**src/rtl/ttrig_period_meter.sv**
```systemverilog
// Period meter for the T-trigger output: counts Tt rising edges, measures the Tt period in
// CLK cycles and flags a stuck trigger after TIMEOUT cycles without a rising edge.
module ttrig_period_meter #(
  parameter int unsigned W       = 16,
  parameter int unsigned TIMEOUT = 1000
) (
  input  logic         CLK,
  input  logic         RSTn,
  input  logic         Tt,
  input  logic         EN,
  input  logic         CLR,
  output logic [W-1:0] PERIOD,
  output logic         PVALID,
  output logic [W-1:0] EDGES,
  output logic         STUCK
);

  typedef enum logic [1:0] {StIdle, StMeas, StStk} state_e;

  state_e         state_q;
  logic           tt_q;
  logic [W-1:0]   cnt_q;
  logic [W-1:0]   period_q;
  logic [W-1:0]   edges_q;
  logic           pvalid_q;
  logic           stuck_q;

  logic           rise;
  logic [W:0]     cnt_inc;
  logic [W-1:0]   cnt_sat;
  logic           timeout_hit;

  assign rise        = Tt & ~tt_q;
  // One extra bit so saturation and the timeout compare see the true cnt+1.
  assign cnt_inc     = {1'b0, cnt_q} + (W+1)'(1);
  assign cnt_sat     = cnt_inc[W] ? '1 : cnt_inc[W-1:0];
  assign timeout_hit = (cnt_inc == (W+1)'(TIMEOUT));

  always_ff @(posedge CLK or negedge RSTn) begin
    if (!RSTn) begin
      state_q  <= StIdle;
      tt_q     <= 1'b0;
      cnt_q    <= '0;
      period_q <= '0;
      edges_q  <= '0;
      pvalid_q <= 1'b0;
      stuck_q  <= 1'b0;
    end else begin
      tt_q     <= Tt;
      pvalid_q <= 1'b0;
      if (CLR) begin
        state_q  <= StIdle;
        cnt_q    <= '0;
        period_q <= '0;
        edges_q  <= '0;
        stuck_q  <= 1'b0;
      end else if (!EN) begin
        state_q <= StIdle;
        cnt_q   <= '0;
        stuck_q <= 1'b0;
      end else begin
        unique case (state_q)
          StIdle, StMeas: begin
            if (rise) begin
              if (state_q == StMeas) begin
                period_q <= cnt_sat;
                pvalid_q <= 1'b1;
              end
              state_q <= StMeas;
              cnt_q   <= '0;
              edges_q <= edges_q + 1'b1;
            end else begin
              cnt_q <= cnt_sat;
              if (timeout_hit) begin
                state_q <= StStk;
                stuck_q <= 1'b1;
              end
            end
          end
          StStk: begin
            // The edge that ends a stall only re-arms; its period is not meaningful.
            if (rise) begin
              state_q <= StMeas;
              cnt_q   <= '0;
              stuck_q <= 1'b0;
              edges_q <= edges_q + 1'b1;
            end
          end
          default: state_q <= StIdle;
        endcase
      end
    end
  end

  assign PERIOD = period_q;
  assign PVALID = pvalid_q;
  assign EDGES  = edges_q;
  assign STUCK  = stuck_q;

endmodule
```
**config.mk**
```make
export PLATFORM = sky130hd
export DESIGN_NAME = ttrig_period_meter
export DESIGN_NICKNAME = d
export VERILOG_FILES = /design/src/rtl/ttrig_period_meter.sv
export SDC_FILE = /design/constraint.sdc
export NUM_CORES = 1
export LEC_CHECK = 0
export BUFFER_PORTS_ARGS = -buffer_cell sky130_fd_sc_hd__clkbuf_2
export CAP_MARGIN = 20
export CORE_MARGIN = 10
export CORE_UTILIZATION = 30
export DETAILED_ROUTE_END_ITERATION = 10
export GPL_ROUTABILITY_DRIVEN = 0
export GPL_TIMING_DRIVEN = 0
export HOLD_SLACK_MARGIN = 0.03
export MAX_ROUTING_LAYER = met4
export PLACE_DENSITY = 0.52
export SYNTH_ARGS = -nofsm -noshare
export SYNTH_HDL_FRONTEND = slang
export SYNTH_SLANG_ARGS = --single-unit
```
**constraint.sdc**
```tcl
create_clock -name CLK -period 1.75 [get_ports CLK]
set_input_delay 0 -clock CLK [delete_from_list [all_inputs] [get_ports CLK]]
set_output_delay 0 -clock CLK [all_outputs]
set_load 0.005 [all_outputs]
```
# --- Word-level counts from Yosys, hierarchy flattened ---
# Index checks and enable logic that the tools add are counted.
op_classes:
  eq_ne: 8
  bitwise_logic: 2
  n_reduce_logical: 13
  addsub: 2
  mux: 32
op_table:
  columns: ["operator", "n"]
  rows:
  - ["$mux 16", 14]
  - ["$pmux 16 s2", 1]
  - ["$add 16x1->17 const B", 1]
  - ["$eq 17x10->1 const B", 1]
  - ["$add 16x1->16 const B", 1]
  - ["$ne 4x4->1 const B", 3]
  - ["$mux 1", 10]
  - ["$mux 2", 5]
  - ["$reduce_bool 2->1", 5]
  - ["$reduce_and 4->1", 2]
  - ["$ne 5x5->1 const B", 1]
  - ["$ne 4x2->1 const B", 1]
  - ["$pmux 2 s2", 1]
  - ["$reduce_and 2->1", 2]
  - ["$reduce_and 3->1", 1]
  - ["$reduce_or 3->1", 1]
  - ["$eq 2x1->1 const B", 1]
  - ["$eq 2x2->1 const B", 1]
  - ["$logic_not 2->1", 1]
  - ["$pmux 1 s2", 1]
  - ["$reduce_or 2->1", 1]
  - ["$and 1x1->1", 1]
  - ["$not 1->1", 1]
word_totals:
  regBits: 53
  inputBits: 5
  output_inout_bits: 34

# --- Longest topological paths before layout ---
logic_depth:
  ltp_word: 7
  ltp_mapped: 8

# --- Worst setup path after synthesis ---
# No wires, ideal clock.
synth_timing:
  path_kind: "register to register"
  startpoint: "reg cnt_q[0]"
  endpoint: "reg state_q[0]"
  t_arrival_ps: 1792
  path_stages_with_launch: 8
  path_slack_ps: -167
  cell_sequence: "dfrtp_1 > ha_1 > buf_2 > or4b_1 > o41ai_1 > o221a_2 > o2111ai_2 > o2bb2ai_1"
synth_between:
  elab_chain_cells: 4
synth_lines:
  columns: ["item", "line_no", "text"]
  rows:
  - ["start: declaration", "22", "logic [W-1:0] cnt_q;"]
  - ["start signal: assignment", "73", "cnt_q <= cnt_sat;"]
  - ["$add 16x1->17", "35", "assign cnt_inc = {1'b0, cnt_q} + (W+1)'(1);"]
  - ["$eq 17x10->1", "37", "assign timeout_hit = (cnt_inc == (W+1)'(TIMEOUT));"]
  - ["$ne 5x5->1 (no line)", null, null]
  - ["$reduce_and 2->1 (no line)", null, null]
  - ["end signal: assignment", "41", "state_q <= StIdle;"]
  - ["end signal: assignment", "52", "state_q <= StIdle;"]
  - ["end signal: assignment", "58", "state_q <= StIdle;"]
  - ["end: declaration", "20", "state_e state_q;"]
# No other way between the ends.
# A chain may end at the register's enable or synchronous reset.

# --- Worst setup path in the final report ---
layout_timing:
  startpoint: "reg cnt_q[1]"
  endpoint: "reg state_q[0]"
# The elaborated chain is that of the path after synthesis.

==> results.cfg <==
[timing]
min_period_over_period = 1.09
post-route-min-period_ps = 1910
hold_violations = 0
drv_slew = 0
worst_slew_pin_slew_ps = 752
fin_ws_ps = -164
rsz0062_at_grt = true
relSlewSlack = 0.499
finalClockSkew_ps = 7.07
fmax_mhz = 522
setup_viol_count_final = 23

[layout]
fin_nets = 372
drive_gt1_frac = 0.318
fillers = 916
antenna_cells = 0
final_cells = 494
syn2layout_area_growth_pct = 29.2
stdcell_area_um2 = 3720

[cts]
ctsRootBufferMaster = clkbuf_8
htreeDepth = 2
clk_pin_slew_worst_paths_ps = 100
clock_latency_ps = 310
cts.path.max_buffers = 2
clkSinkCount = 53
numCtsBuffers = 5
cts_tree = built

[worst_setup_path]
slowest_delay_ps = 500
cp.required_ps = 1960
worstPathArrival_ps = 2120
worst_path_max_delay_cell = or4b_4
crit_fanout = 4
path_cells = ha_4, or4b_4, o41ai_4, o221a_2, o2111ai_4, o2bb2ai_2
crit_path_end_kind = flip-flop
critPathKind = flip-flop to flip-flop
worst_setup_path_start_kind = flip-flop

[floorplan]
start_util = 0.310
die_w_um = 118
io_pins = 39
die_area_um2 = 13900
die_y_um = 118
coreArea_um2 = 9280
row_count = 35

[outcome]
violations = negative setup slack
status = finished, violations left

[grt]
grt_pass1_vias = 2502
grt_pass1_wl_um = 13000
overflow = 0
antenna_found_initial = 0
grt_max_degree = 54
grt_usage = 0.115

[logic_synthesis]
synthesis.nets = 310
syn_avg_cell_area_um2 = 9.53
seq_area_frac_synth = 0.461
yosys_warnings = 0
synth_cells = 302
synth_cell_type_count = 49
ys.flop_type = dfrtp_1
async_flop_share = 1.00
synth_seq_cells = 53
syn_area_um2 = 2880
synth-edff-count = 0

[place]
pre_cts_ws_ps = -382
portBuffers = 37
dp_hpwl_um = 5440
placed_cells = 468
place_area_um2 = 3240

[min_path]
hold_class = input port to flip-flop

[routing]
drc = 0
wl_um = 8080
via_count = 2562
vias_per_cell = 5.19
dr.pass1.iters = 4
post_drt_wl_per_cell_um = 16.3
drt_iter0_markers = 319
ant_nets = 0

[power_and_ir_drop]
combPwrFrac = 0.061
ir_drop_v = 0.000297
p_seq_frac = 0.599
pwr_density_cell_nw_per_um2 = 556
intPower_mw = 1.55
switching_share = 0.249
power_leakage_nw = 1.68
pwr-share-clk = 0.341
power.net_switching_uw = 514

[job]
maxCapViolCount = 0
worst paths after layout:
check | startpoint | slack, ps | cells past startpoint | end
max | cnt_q[1]$_DFFE_PN0P_ | -160 | 6 | state_q[0]$_DFFE_PN0P_
min | EN | 240 | 4 | EDGES[4]$_DFFE_PN0P_
max reg2reg | cnt_q[1]$_DFFE_PN0P_ | -160 | 6 | state_q[0]$_DFFE_PN0P_
min reg2reg | PERIOD[15]$_DFFE_PN0P_ | 500 | 2 | PERIOD[15]$_DFFE_PN0P_
max in group asynchronous | RSTn | 890 | 2 | cnt_q[0]$_DFFE_PN0P_
min in group asynchronous | RSTn | 310 | 2 | EDGES[14]$_DFFE_PN0P_
repair_timing:
action | in CTS | in global routing
setup endpoints to repair | 35 | 38
hold buffers | 3 | 0
pin swaps | 12 | 13
buffers inserted | 11 | 6
resized for setup | 26 | 29
hold endpoints to repair | 60 | 0
power by group through the flow:
stage | combinational, mW | clock, mW | sequential (mW)
5_1_grt | 0.139 | 0.795 | 1.24
3_5_place_dp | 0.106 | 0 | 1.26
2_1_floorplan | 0.0538 | 0 | 1.26
6_report | 0.125 | 0.704 | 1.24
4_1_cts | 0.121 | 0.737 | 1.24
3_3_place_gp | 0.106 | 0 | 1.26
through the flow:
step / util / hold slack [ps] / total power, mW / TNS (ps)
after CTS: 0.383 / 211 / 2.09 / -326
final: 0.400 / 244 / 2.07 / -1340
after global routing: 0.400 / 260 / 2.17 / -4740
after detailed placement: 0.349 / 144 / 1.37 / -9340
after global placement: 0.349 / 139 / 1.37 / -8590
after floorplan: - / -296 / 1.31 / -283
per-layer routing:
layer	GRT usage	vias up	routed length, um
li1	-	1236	-
met1	0.146	1244	3820
met2	0.174	71	3690
met3	0.0254	11	386
met4	0.0440	0	176
met5	-	-	0
final cells by class:
cell class,count,area [um2],share of cell area
clock buffer,6,72.6,0.0195
buffer,19,129,0.0347
sequential,53,1330,0.358
multi-input combinational,222,1630,0.440
inverter,6,22.5,0.00606
timing repair buffer,57,353,0.0949
clock inverter,2,15.0,0.00404
tap,129,161,0.0434
worst max-delay path, delay by kind of cell, from the launching register on:
family / cells / cell delay [ps]
DFF: 1 / 440
adders and majority gates: 1 / 180
AOI/OAI and AO/OA: 4 / 670
and+or+nand+nor: 1 / 500
cell usage after synthesis, drive strengths merged (2+ instances only):
| master | count | area share |
|---|---|---|
| nor2 | 26 | 0.035 |
| a22o | 26 | 0.079 |
| o2bb2ai | 2 | 0.0061 |
| o31ai | 4 | 0.010 |
| dfrtp | 53 | 0.46 |
| clkbuf | 4 | 0.0052 |
| and4 | 3 | 0.0091 |
| nor3b | 2 | 0.0052 |
| inv | 6 | 0.0078 |
| nand4 | 8 | 0.020 |
| ha | 3 | 0.013 |
| mux2i | 3 | 0.010 |
| buf | 17 | 0.033 |
| and2 | 3 | 0.0065 |
| o21ai | 25 | 0.043 |
| nor3 | 8 | 0.016 |
| nand4b | 2 | 0.0061 |
| nand2 | 29 | 0.038 |
| xnor2 | 18 | 0.055 |
| xor2 | 2 | 0.0061 |
| a21oi | 7 | 0.012 |
| nor4 | 8 | 0.020 |
| nand2b | 2 | 0.0043 |
| a31oi | 3 | 0.0065 |
| and3 | 8 | 0.019 |
| or3 | 2 | 0.0043 |
| nand3 | 14 | 0.024 |
registers in the layout (all words and copies together), names as in the netlist:
register  cells
EDGES        16
cnt_q        16
PVALID        1
PERIOD       16
tt_q          1
STUCK         1
state_q       2
cell usage in the layout, fill, tap and decap left out, types with 5 or more instances in the layout:
master	n
clkbuf_8	5
nand2_1	26
o21ai_0	16
nor4_2	7
buf_4	17
nand4_1	7
a22o_1	26
clkbuf_2	36
dfrtp_1	50
and3_1	7
inv_1	6
o21ai_1	7
xnor2_1	18
nand3_1	11
buf_2	10
nor2_1	25
logic make-up after synthesis:
group / share of synthesized area
and+or+nand+nor: 0.218
muxes: 0.0104
xor gates and xnor gates: 0.0609
DFF: 0.461
AOI/OAI and AO/OA: 0.190
adders and majority gates: 0.0130
buffers and inverters: 0.0465
Note: power is estimated with default switching activity, not from simulation.
